## src/rtl/pipeline_controller_if.sv

```systemverilog
// Handshake/control bundle between the pipeline controller and its surroundings.
//   start, instr, instr_valid, load_use_hazard, branch_mispredict : into the controller
//   ex_ctrl, m_ctrl, wb_ctrl                                      : per-stage control words
//   if_flush, id_flush, ex_flush, pc_stall, ifid_stall            : pipeline register steering
//   illegal, busy, done, cycle_count                              : status
interface pipeline_controller_if #(
  parameter int unsigned INST_W = 32,
  parameter int unsigned CNT_W  = 16
);
  logic              start;
  logic [INST_W-1:0] instr;
  logic              instr_valid;
  logic              load_use_hazard;
  logic              branch_mispredict;

  logic [3:0]        ex_ctrl;
  logic [2:0]        m_ctrl;
  logic [1:0]        wb_ctrl;
  logic              if_flush;
  logic              id_flush;
  logic              ex_flush;
  logic              pc_stall;
  logic              ifid_stall;
  logic              illegal;
  logic              busy;
  logic              done;
  logic [CNT_W-1:0]  cycle_count;

  // Side that drives instructions and hazard information
  modport master (
    output start, instr, instr_valid, load_use_hazard, branch_mispredict,
    input  ex_ctrl, m_ctrl, wb_ctrl, if_flush, id_flush, ex_flush,
           pc_stall, ifid_stall, illegal, busy, done, cycle_count
  );

  // Controller side
  modport slave (
    input  start, instr, instr_valid, load_use_hazard, branch_mispredict,
    output ex_ctrl, m_ctrl, wb_ctrl, if_flush, id_flush, ex_flush,
           pc_stall, ifid_stall, illegal, busy, done, cycle_count
  );
endinterface

```

## src/rtl/pipeline_controller.sv

```systemverilog
// Main control unit of an in-order pipeline: decodes the ID-stage opcode into
// EX/MEM/WB control words, steers stalls and flushes for load-use hazards and
// branch mispredicts, and sequences halt/drain.
//   clk         : clock, rising edge
//   rst         : asynchronous active-high reset
//   ctrl_if     : slave side of pipeline_controller_if (inputs, controls, status)
// State, drain counter and cycle counter are registered; all other outputs are
// combinational from the current state and inputs.
module pipeline_controller #(
  parameter int unsigned INST_W = 32,
  parameter int unsigned OP_LSB = 26,
  parameter int unsigned OP_W   = 6,
  parameter int unsigned STAGES = 5,
  parameter int unsigned CNT_W  = 16,
  parameter logic [OP_W-1:0] OP_RTYPE = OP_W'(0),
  parameter logic [OP_W-1:0] OP_LW    = OP_W'(35),
  parameter logic [OP_W-1:0] OP_SW    = OP_W'(43),
  parameter logic [OP_W-1:0] OP_BEQ   = OP_W'(4),
  parameter logic [OP_W-1:0] OP_JMP   = OP_W'(2),
  parameter logic [OP_W-1:0] OP_NOP   = OP_W'(62),
  parameter logic [OP_W-1:0] OP_HLT   = OP_W'(63)
) (
  input logic                  clk,
  input logic                  rst,
  pipeline_controller_if.slave ctrl_if
);

  // Wide enough to hold STAGES-2 for any STAGES >= 2
  localparam int unsigned DRN_W = (STAGES > 2) ? $clog2(STAGES) : 1;

  typedef enum logic [1:0] {
    S_IDLE  = 2'd0,
    S_RUN   = 2'd1,
    S_DRAIN = 2'd2,
    S_DONE  = 2'd3
  } state_e;

  state_e           state_q;
  logic [DRN_W-1:0] drain_q;
  logic [CNT_W-1:0] cnt_q;

  logic [OP_W-1:0]  opcode;
  logic [3:0]       dec_ex;
  logic [2:0]       dec_m;
  logic [1:0]       dec_wb;
  logic             dec_legal;
  logic             hlt_take;
  logic [CNT_W-1:0] cnt_inc;

  assign opcode = ctrl_if.instr[OP_LSB +: OP_W];

  // Opcode decode, independent of state
  always_comb begin
    dec_ex    = 4'b0000;
    dec_m     = 3'b000;
    dec_wb    = 2'b00;
    dec_legal = 1'b1;
    case (opcode)
      OP_RTYPE: begin dec_ex = 4'b1100; dec_wb = 2'b10; end
      OP_LW:    begin dec_ex = 4'b0001; dec_m = 3'b010; dec_wb = 2'b11; end
      OP_SW:    begin dec_ex = 4'b0001; dec_m = 3'b001; end
      OP_BEQ:   begin dec_ex = 4'b0010; dec_m = 3'b100; end
      OP_JMP, OP_NOP, OP_HLT: ;
      default:  dec_legal = 1'b0;
    endcase
  end

  // A halt only counts when it is on the correct path and not being stalled
  assign hlt_take = ctrl_if.instr_valid && !ctrl_if.load_use_hazard &&
                    !ctrl_if.branch_mispredict && (opcode == OP_HLT);

  assign cnt_inc = (cnt_q == {CNT_W{1'b1}}) ? cnt_q : cnt_q + CNT_W'(1);

  // State, drain counter and cycle counter
  always_ff @(posedge clk or posedge rst) begin
    if (rst) begin
      state_q <= S_IDLE;
      drain_q <= '0;
      cnt_q   <= '0;
    end else begin
      case (state_q)
        S_IDLE: begin
          if (ctrl_if.start) begin
            state_q <= S_RUN;
            cnt_q   <= '0;
          end
        end
        S_RUN: begin
          cnt_q <= cnt_inc;
          if (hlt_take) begin
            state_q <= S_DRAIN;
            drain_q <= DRN_W'(STAGES - 2);
          end
        end
        S_DRAIN: begin
          cnt_q <= cnt_inc;
          // A mispredict means the halt was wrong-path: resume execution
          if (ctrl_if.branch_mispredict) begin
            state_q <= S_RUN;
            drain_q <= '0;
          end else if (drain_q == '0) begin
            state_q <= S_DONE;
          end else begin
            drain_q <= drain_q - DRN_W'(1);
          end
        end
        S_DONE: begin
          if (ctrl_if.start) begin
            state_q <= S_RUN;
            cnt_q   <= '0;
          end
        end
        default: state_q <= S_IDLE;
      endcase
    end
  end

  // Control words, stalls and flushes
  always_comb begin
    ctrl_if.ex_ctrl    = 4'b0000;
    ctrl_if.m_ctrl     = 3'b000;
    ctrl_if.wb_ctrl    = 2'b00;
    ctrl_if.if_flush   = 1'b0;
    ctrl_if.id_flush   = 1'b0;
    ctrl_if.ex_flush   = 1'b0;
    ctrl_if.pc_stall   = 1'b0;
    ctrl_if.ifid_stall = 1'b0;
    ctrl_if.illegal    = 1'b0;
    ctrl_if.busy       = 1'b0;
    ctrl_if.done       = 1'b0;
    case (state_q)
      S_RUN: begin
        ctrl_if.busy = 1'b1;
        if (ctrl_if.branch_mispredict) begin
          ctrl_if.if_flush = 1'b1;
          ctrl_if.id_flush = 1'b1;
        end else if (ctrl_if.load_use_hazard) begin
          // Hold IF/PC and inject a bubble into EX
          ctrl_if.pc_stall   = 1'b1;
          ctrl_if.ifid_stall = 1'b1;
          ctrl_if.id_flush   = 1'b1;
        end else if (ctrl_if.instr_valid) begin
          if (dec_legal) begin
            ctrl_if.ex_ctrl = dec_ex;
            ctrl_if.m_ctrl  = dec_m;
            ctrl_if.wb_ctrl = dec_wb;
          end else begin
            ctrl_if.illegal = 1'b1;
          end
        end
      end
      S_DRAIN: begin
        ctrl_if.busy = 1'b1;
        if (ctrl_if.branch_mispredict) begin
          // PC must be free to take the redirect target
          ctrl_if.if_flush = 1'b1;
          ctrl_if.id_flush = 1'b1;
        end else begin
          ctrl_if.pc_stall = 1'b1;
          ctrl_if.if_flush = 1'b1;
        end
      end
      S_DONE:  ctrl_if.done = 1'b1;
      default: ;
    endcase
  end

  assign ctrl_if.cycle_count = cnt_q;

endmodule

```

## src/flat_wrapper.sv

```systemverilog
// flat-port wrapper written by rule: the top's interface ports become plain ports
module pipeline_controller_flat 
#(
  parameter int unsigned INST_W = 32,
  parameter int unsigned OP_LSB = 26,
  parameter int unsigned OP_W   = 6,
  parameter int unsigned STAGES = 5,
  parameter int unsigned CNT_W  = 16,
  parameter logic [OP_W-1:0] OP_RTYPE = OP_W'(0),
  parameter logic [OP_W-1:0] OP_LW    = OP_W'(35),
  parameter logic [OP_W-1:0] OP_SW    = OP_W'(43),
  parameter logic [OP_W-1:0] OP_BEQ   = OP_W'(4),
  parameter logic [OP_W-1:0] OP_JMP   = OP_W'(2),
  parameter logic [OP_W-1:0] OP_NOP   = OP_W'(62),
  parameter logic [OP_W-1:0] OP_HLT   = OP_W'(63)
)
  (clk, rst, ctrl_if_start, ctrl_if_instr, ctrl_if_instr_valid, ctrl_if_load_use_hazard, ctrl_if_branch_mispredict, ctrl_if_ex_ctrl, ctrl_if_m_ctrl, ctrl_if_wb_ctrl, ctrl_if_if_flush, ctrl_if_id_flush, ctrl_if_ex_flush, ctrl_if_pc_stall, ctrl_if_ifid_stall, ctrl_if_illegal, ctrl_if_busy, ctrl_if_done, ctrl_if_cycle_count);
  pipeline_controller_if #(.INST_W(INST_W), .CNT_W(CNT_W)) ctrl_if_i ();
  input logic clk;
  input logic rst;
  input wire logic [$bits(ctrl_if_i.start)-1:0] ctrl_if_start;
  input wire logic [$bits(ctrl_if_i.instr)-1:0] ctrl_if_instr;
  input wire logic [$bits(ctrl_if_i.instr_valid)-1:0] ctrl_if_instr_valid;
  input wire logic [$bits(ctrl_if_i.load_use_hazard)-1:0] ctrl_if_load_use_hazard;
  input wire logic [$bits(ctrl_if_i.branch_mispredict)-1:0] ctrl_if_branch_mispredict;
  output wire logic [$bits(ctrl_if_i.ex_ctrl)-1:0] ctrl_if_ex_ctrl;
  output wire logic [$bits(ctrl_if_i.m_ctrl)-1:0] ctrl_if_m_ctrl;
  output wire logic [$bits(ctrl_if_i.wb_ctrl)-1:0] ctrl_if_wb_ctrl;
  output wire logic [$bits(ctrl_if_i.if_flush)-1:0] ctrl_if_if_flush;
  output wire logic [$bits(ctrl_if_i.id_flush)-1:0] ctrl_if_id_flush;
  output wire logic [$bits(ctrl_if_i.ex_flush)-1:0] ctrl_if_ex_flush;
  output wire logic [$bits(ctrl_if_i.pc_stall)-1:0] ctrl_if_pc_stall;
  output wire logic [$bits(ctrl_if_i.ifid_stall)-1:0] ctrl_if_ifid_stall;
  output wire logic [$bits(ctrl_if_i.illegal)-1:0] ctrl_if_illegal;
  output wire logic [$bits(ctrl_if_i.busy)-1:0] ctrl_if_busy;
  output wire logic [$bits(ctrl_if_i.done)-1:0] ctrl_if_done;
  output wire logic [$bits(ctrl_if_i.cycle_count)-1:0] ctrl_if_cycle_count;
  assign ctrl_if_i.start = ctrl_if_start;
  assign ctrl_if_i.instr = ctrl_if_instr;
  assign ctrl_if_i.instr_valid = ctrl_if_instr_valid;
  assign ctrl_if_i.load_use_hazard = ctrl_if_load_use_hazard;
  assign ctrl_if_i.branch_mispredict = ctrl_if_branch_mispredict;
  assign ctrl_if_ex_ctrl = ctrl_if_i.ex_ctrl;
  assign ctrl_if_m_ctrl = ctrl_if_i.m_ctrl;
  assign ctrl_if_wb_ctrl = ctrl_if_i.wb_ctrl;
  assign ctrl_if_if_flush = ctrl_if_i.if_flush;
  assign ctrl_if_id_flush = ctrl_if_i.id_flush;
  assign ctrl_if_ex_flush = ctrl_if_i.ex_flush;
  assign ctrl_if_pc_stall = ctrl_if_i.pc_stall;
  assign ctrl_if_ifid_stall = ctrl_if_i.ifid_stall;
  assign ctrl_if_illegal = ctrl_if_i.illegal;
  assign ctrl_if_busy = ctrl_if_i.busy;
  assign ctrl_if_done = ctrl_if_i.done;
  assign ctrl_if_cycle_count = ctrl_if_i.cycle_count;
  pipeline_controller #(.INST_W(INST_W), .OP_LSB(OP_LSB), .OP_W(OP_W), .STAGES(STAGES), .CNT_W(CNT_W), .OP_RTYPE(OP_RTYPE), .OP_LW(OP_LW), .OP_SW(OP_SW), .OP_BEQ(OP_BEQ), .OP_JMP(OP_JMP), .OP_NOP(OP_NOP), .OP_HLT(OP_HLT)) u_core (.clk(clk), .rst(rst), .ctrl_if(ctrl_if_i));
endmodule
```

## config.mk

```make
export PLATFORM = sky130hd
export DESIGN_NAME = pipeline_controller_flat
export DESIGN_NICKNAME = d
export VERILOG_FILES = /design/src/rtl/pipeline_controller_if.sv /design/src/rtl/pipeline_controller.sv /design/src/flat_wrapper.sv
export SDC_FILE = /design/constraint.sdc
export NUM_CORES = 1
export LEC_CHECK = 0
export ABC_AREA = 0
export CAP_MARGIN = 10
export CELL_PAD_IN_SITES_DETAIL_PLACEMENT = 2
export CELL_PAD_IN_SITES_GLOBAL_PLACEMENT = 2
export CORE_AREA = 2 2 77 94
export CTS_CLUSTER_SIZE = 25
export DETAILED_ROUTE_END_ITERATION = 10
export DIE_AREA = 0 0 79 96
export GPL_TIMING_DRIVEN = 0
export HOLD_SLACK_MARGIN = 0.1
export PLACE_DENSITY = 0.86
export SYNTH_ARGS = -nofsm -noshare
export SYNTH_HDL_FRONTEND = slang
export SYNTH_SLANG_ARGS = --single-unit
```

## constraint.sdc

```tcl
create_clock -name clk -period 2.5 [get_ports clk]
set_clock_uncertainty 0.1 [all_clocks]
set_input_delay 0.375 -clock clk [delete_from_list [all_inputs] [get_ports clk]]
set_output_delay 0.375 -clock clk [all_outputs]
set_load 0.05 [all_outputs]
```

==> run summary <==
OUTCOME
---------------------------------------------------------------------------------
Outcome                                                              finished, final reports clean

SYNTH
---------------------------------------------------------------------------------
Count of state elements after synthesis                                        21
Unique masters post-synth                                                      49
Post-synthesis net count                                                      207
Yosys warning count                                                             0
Sequential element share of the synthesized area                            33.9%
Synthesized area per cell                                                9.56 µm²
Gate count of the mapped netlist                                              162
Synth Cell Area                                                          1550 µm²

DIE
---------------------------------------------------------------------------------
Initial Util                                                                23.2%
Height of the die                                                           96 µm
Count of boundary I/O pins                                                     71
Total Die Area                                                           7580 µm²
Die width                                                                   79 µm
Count of standard-cell rows                                                    33
CORE AREA                                                                6690 µm²

LAYOUT
---------------------------------------------------------------------------------
Post-layout net count                                                         254
Final cell count without fillers                                              295
Number of diodes added for antenna fixing                                       0
Layout filler cell count                                                      756
Final core utilization                                                      32.1%
Relative area change from synthesis to final layout                         38.7%
Fraction of layout instances using a drive strength above 1                 21.6%

CRITICAL PATH
---------------------------------------------------------------------------------
Slowest-stage cell, CP                                               sky130_fd_sc_hd__clkdlybuf4s50_1
Sequence of cells on the critical path                               clkdlybuf4s50_1, nand3_4, or3b_1, a21oi_1, a211oi_1, buf_2
Buf+Inv Stages, Crit Path                                                       2
CP Max Fanout                                                                   7
Signal arrival time at the worst endpoint                                 1960 ps
Path type of the worst setup path                                    input pin to primary output
Count of cells along the worst register-to-register path                        7
Max stage delay on crit path                                               570 ps
Critical Path Stages                                                            6
Crit path max-delay family                                           buffers and inverters
Kind of launch point of the worst setup path                            input pin
Data required time of the critical path                                   2030 ps
Kind of end point of the critical path                               primary output

GLOBAL ROUTING
---------------------------------------------------------------------------------
Maximum number of pins on one net before global-route repair                   22
Total routing resource utilization after global routing                     13.7%
Antenna violations before repair                                                0
Wire length of the first global-routing pass                              8180 µm
Global-route congestion overflow total                                          0
Vias in the first global route                                               1660

CLOCK TREE
---------------------------------------------------------------------------------
Source-to-sink clock delay at the later pin of the worst-skew pair         270 ps
Maximum level of the CTS H-tree                                                 1
CTS Root Buffer Type                                                 sky130_fd_sc_hd__clkbuf_8
# clock sinks                                                                  21
CTS tree                                                                     done
Post-CTS Setup Repair Bufs                                                      0
Clock Tree Buf Depth                                                            2
Cts bufs inserted                                                               3
Clock-pin slew on the worst setup and hold paths                            80 ps

ROUTE
---------------------------------------------------------------------------------
Vias per cell                                                                5.08
Routed length per placed instance                                         16.9 µm
Post-detailed-route count of antenna-violating nets                             0
Number of detailed-routing iterations run before antenna repair                 3
Starting DRC count in detailed routing                                         20
Drc violations                                                                  0
Total via count after detailed routing                                       1500
Detailed Route WL                                                         4970 µm

PWR
---------------------------------------------------------------------------------
Combinational share of power                                                63.4%
Pint                                                                     0.966 mW
Clock share of power                                                        11.6%
Sequential share of power                                                   25.0%
Post-layout total power                                                   1.98 mW
Switching share of power                                                    51.2%
Maximum ir drop on the vdd rail                                        0.000341 V
Power per standard cell area                                           921 nW/µm²
Switching pwr                                                             1.01 mW
Leakage power of the design                                              0.926 nW

PLACE
---------------------------------------------------------------------------------
Place WS                                                                  -588 ps
Post-Place Cells                                                              291
Count of port buffers added during placement                                   42
Global placer's final weighted congestion                                   0.761
Placed wire-length estimate                                               3850 µm

TIMING
---------------------------------------------------------------------------------
RSZ-0062 raised after global routing                                         true
Final critical delay including setup and external delays                  2440 ps
Setup TNS                                                                    0 ps
Slack of the critical path                                                64.9 ps
Transition at the pin with the smallest max-transition slack               851 ps
Number of failing setup endpoints in the final timing report                    0
Worst max-slew margin expressed relative to the limit                       43.2%
Maximum achievable frequency                                              411 MHz
Number of max-slew violations in the final report                               0
Period Utilization, post-route                                              97.4%
Fin. Hold Viols                                                                 0

HOLD PATH
---------------------------------------------------------------------------------
Worst hold path type                                                 register to register
Cell depth of the worst hold path                                               1

JOB
---------------------------------------------------------------------------------
# Max-Cap Violations                                                            0

==> layout by cell type (no fill, tap or decap), types with 2 or more instances in the layout <==
| master | instances |
|---|---|
| sky130_fd_sc_hd__nor3_2 | 3 |
| sky130_fd_sc_hd__dfrtp_1 | 20 |
| sky130_fd_sc_hd__clkbuf_1 | 4 |
| sky130_fd_sc_hd__o21ai_0 | 7 |
| sky130_fd_sc_hd__nand2b_1 | 2 |
| sky130_fd_sc_hd__clkdlybuf4s15_2 | 2 |
| sky130_fd_sc_hd__a211oi_1 | 2 |
| sky130_fd_sc_hd__and4_1 | 5 |
| sky130_fd_sc_hd__ha_1 | 6 |
| sky130_fd_sc_hd__and2_1 | 2 |
| sky130_fd_sc_hd__nand4_1 | 9 |
| sky130_fd_sc_hd__clkdlybuf4s50_1 | 24 |
| sky130_fd_sc_hd__a21oi_1 | 10 |
| sky130_fd_sc_hd__a22o_1 | 10 |
| sky130_fd_sc_hd__a31oi_1 | 4 |
| sky130_fd_sc_hd__nand3_1 | 3 |
| sky130_fd_sc_hd__nor2_1 | 5 |
| sky130_fd_sc_hd__mux2_4 | 2 |
| sky130_fd_sc_hd__nand2_1 | 4 |
| sky130_fd_sc_hd__nor4b_1 | 2 |
| sky130_fd_sc_hd__inv_1 | 10 |
| sky130_fd_sc_hd__o31ai_1 | 3 |
| sky130_fd_sc_hd__clkbuf_2 | 2 |
| sky130_fd_sc_hd__clkbuf_4 | 2 |
| sky130_fd_sc_hd__buf_4 | 8 |
| sky130_fd_sc_hd__buf_2 | 5 |
| sky130_fd_sc_hd__xnor2_1 | 8 |
| sky130_fd_sc_hd__dlymetal6s2s_1 | 3 |
| sky130_fd_sc_hd__clkbuf_8 | 3 |
| sky130_fd_sc_hd__nor2_2 | 2 |
==> through the flow <==
| step | hold slack, ps | instance area [µm²] |
|---|---|---|
| 6_report | 432 | 2150 |
| 5_1_grt | 472 | 2150 |
| 4_1_cts | 438 | 2140 |
| 3_5_place_dp | 408 | 2100 |
| 3_3_place_gp | 399 | 2100 |
| 2_1_floorplan | 252 | 1570 |
==> per-layer routing <==
metal | wire (µm) | share of wire, % | GRT usage [%] | vias to the layer above
met1 | 2040 | 41 | 14.8 | 758
met2 | 2660 | 53 | 26.8 | 38
met4 | 68 | 1.4 | 4.45 | 0
li1 | - | - | - | 699
met5 | 0 | 0 | 0 | -
met3 | 204 | 4.1 | 2.16 | 5
==> kinds of logic (layout without fill, tap and decap cells) <==
group / Yosys count / after routing / synth area share [%]
muxes: 3 / 3 / 2.67
DFF: 21 / 21 / 33.9
other: 1 / 1 / 0.242
AOI/OAI and AO/OA: 48 / 48 / 23.2
and+or+nand+nor: 53 / 53 / 23.2
buffers and inverters: 20 / 66 / 6.06
xor gates and xnor gates: 9 / 9 / 5.09
adders and majority gates: 7 / 7 / 5.65
==> worst register-to-register path: cells and delay by family, from the launching register on <==
| kind | cells | cell delay (ps) |
|---|---|---|
| AO/OA/AOI/OAI | 1 | 170 |
| adder cells (fa/ha/maj) | 1 | 360 |
| buffers and inverters | 2 | 270 |
| flip-flops | 1 | 430 |
| AND/OR/NAND/NOR | 3 | 940 |
==> flip-flops by register name, indices dropped and copies added, names as in the netlist <==
| name | count |
|---|---|
| u_core.drain_q | 3 |
| u_core.ctrl_if.cycle_count | 16 |
| u_core.state_q | 2 |
==> final timing paths <==
kind / from / endpoint / slack (ps)
max: ctrl_if_instr[27] / ctrl_if_illegal / 60
min: u_core.drain_q[1] / u_core.drain_q[1] / 430
max reg2reg: u_core.state_q[0] / u_core.ctrl_if.cycle_count[10] / 170
min reg2reg: u_core.drain_q[1] / u_core.drain_q[1] / 430
max in group asynchronous: rst / u_core.state_q[0] / 1240
min in group asynchronous: rst / u_core.drain_q[0] / 480
==> power groups by stage <==
stage | registers (mW) | logic (mW) | clock network (mW)
after floorplan | 0.590 | 0.766 | 0
after global placement | 0.492 | 1.21 | 0
after detailed placement | 0.499 | 1.26 | 0
after CTS | 0.496 | 1.27 | 0.239
after global routing | 0.507 | 1.36 | 0.247
final | 0.495 | 1.25 | 0.230
==> final cells by class <==
class / instances / area [µm²] / share of cell area [%]
clock buffers: 3 / 41.3 / 1.92
multi-input cells: 121 / 983 / 45.8
inverters: 10 / 37.5 / 1.75
clock inverters: 1 / 5.00 / 0.233
repair buffers: 42 / 384 / 17.9
plain buffers: 10 / 61.3 / 2.85
flip-flops and latches: 21 / 527 / 24.5
well taps: 87 / 109 / 5.07
==> synth_stat cells (all sizes together) <==
master   instances  share of area, %
clkbuf           6               1.5
nand4            9               3.6
a21oi           10               3.2
a2bb2oi          1              0.57
nand4b           1              0.57
a211oi           3               1.5
o21a             1              0.48
o21ai            8               2.6
o31ai            4               2.8
nor4             1               1.4
a41o             1              0.65
ha               7               5.7
and3             1              0.40
buf              4               2.2
nor2b            1              0.40
or3b             2               1.3
nand4bb          1               1.1
or2              1              0.40
conb             1              0.24
o41ai            1              0.57
and2             3               1.2
nor3             4               1.3
o32ai            1              0.57
a22o            10               5.7
and4             5               2.8
or3              1              0.40
nand3            5               2.3
o21ba            1              0.65
xor2             1              0.57
o22a             1              0.57
nor4b            2               1.1
nand2            4              0.97
and2b            1              0.48
nor2             7               1.7
dfrtp           21                34
nand2b           4               1.8
o211ai           1              0.48
inv             10               2.4
a31oi            4               1.6
xnor2            8               4.5
mux2             3               2.7
o221a            1               1.3
==> repair_timing <==
item / CTS / global route
gates resized for setup: 79 / 8
hold buffers: 0 / 0
gates cloned: 0 / 0
endpoints found under the setup margin: 15 / 12
Note: power is estimated with default switching activity, not from simulation.
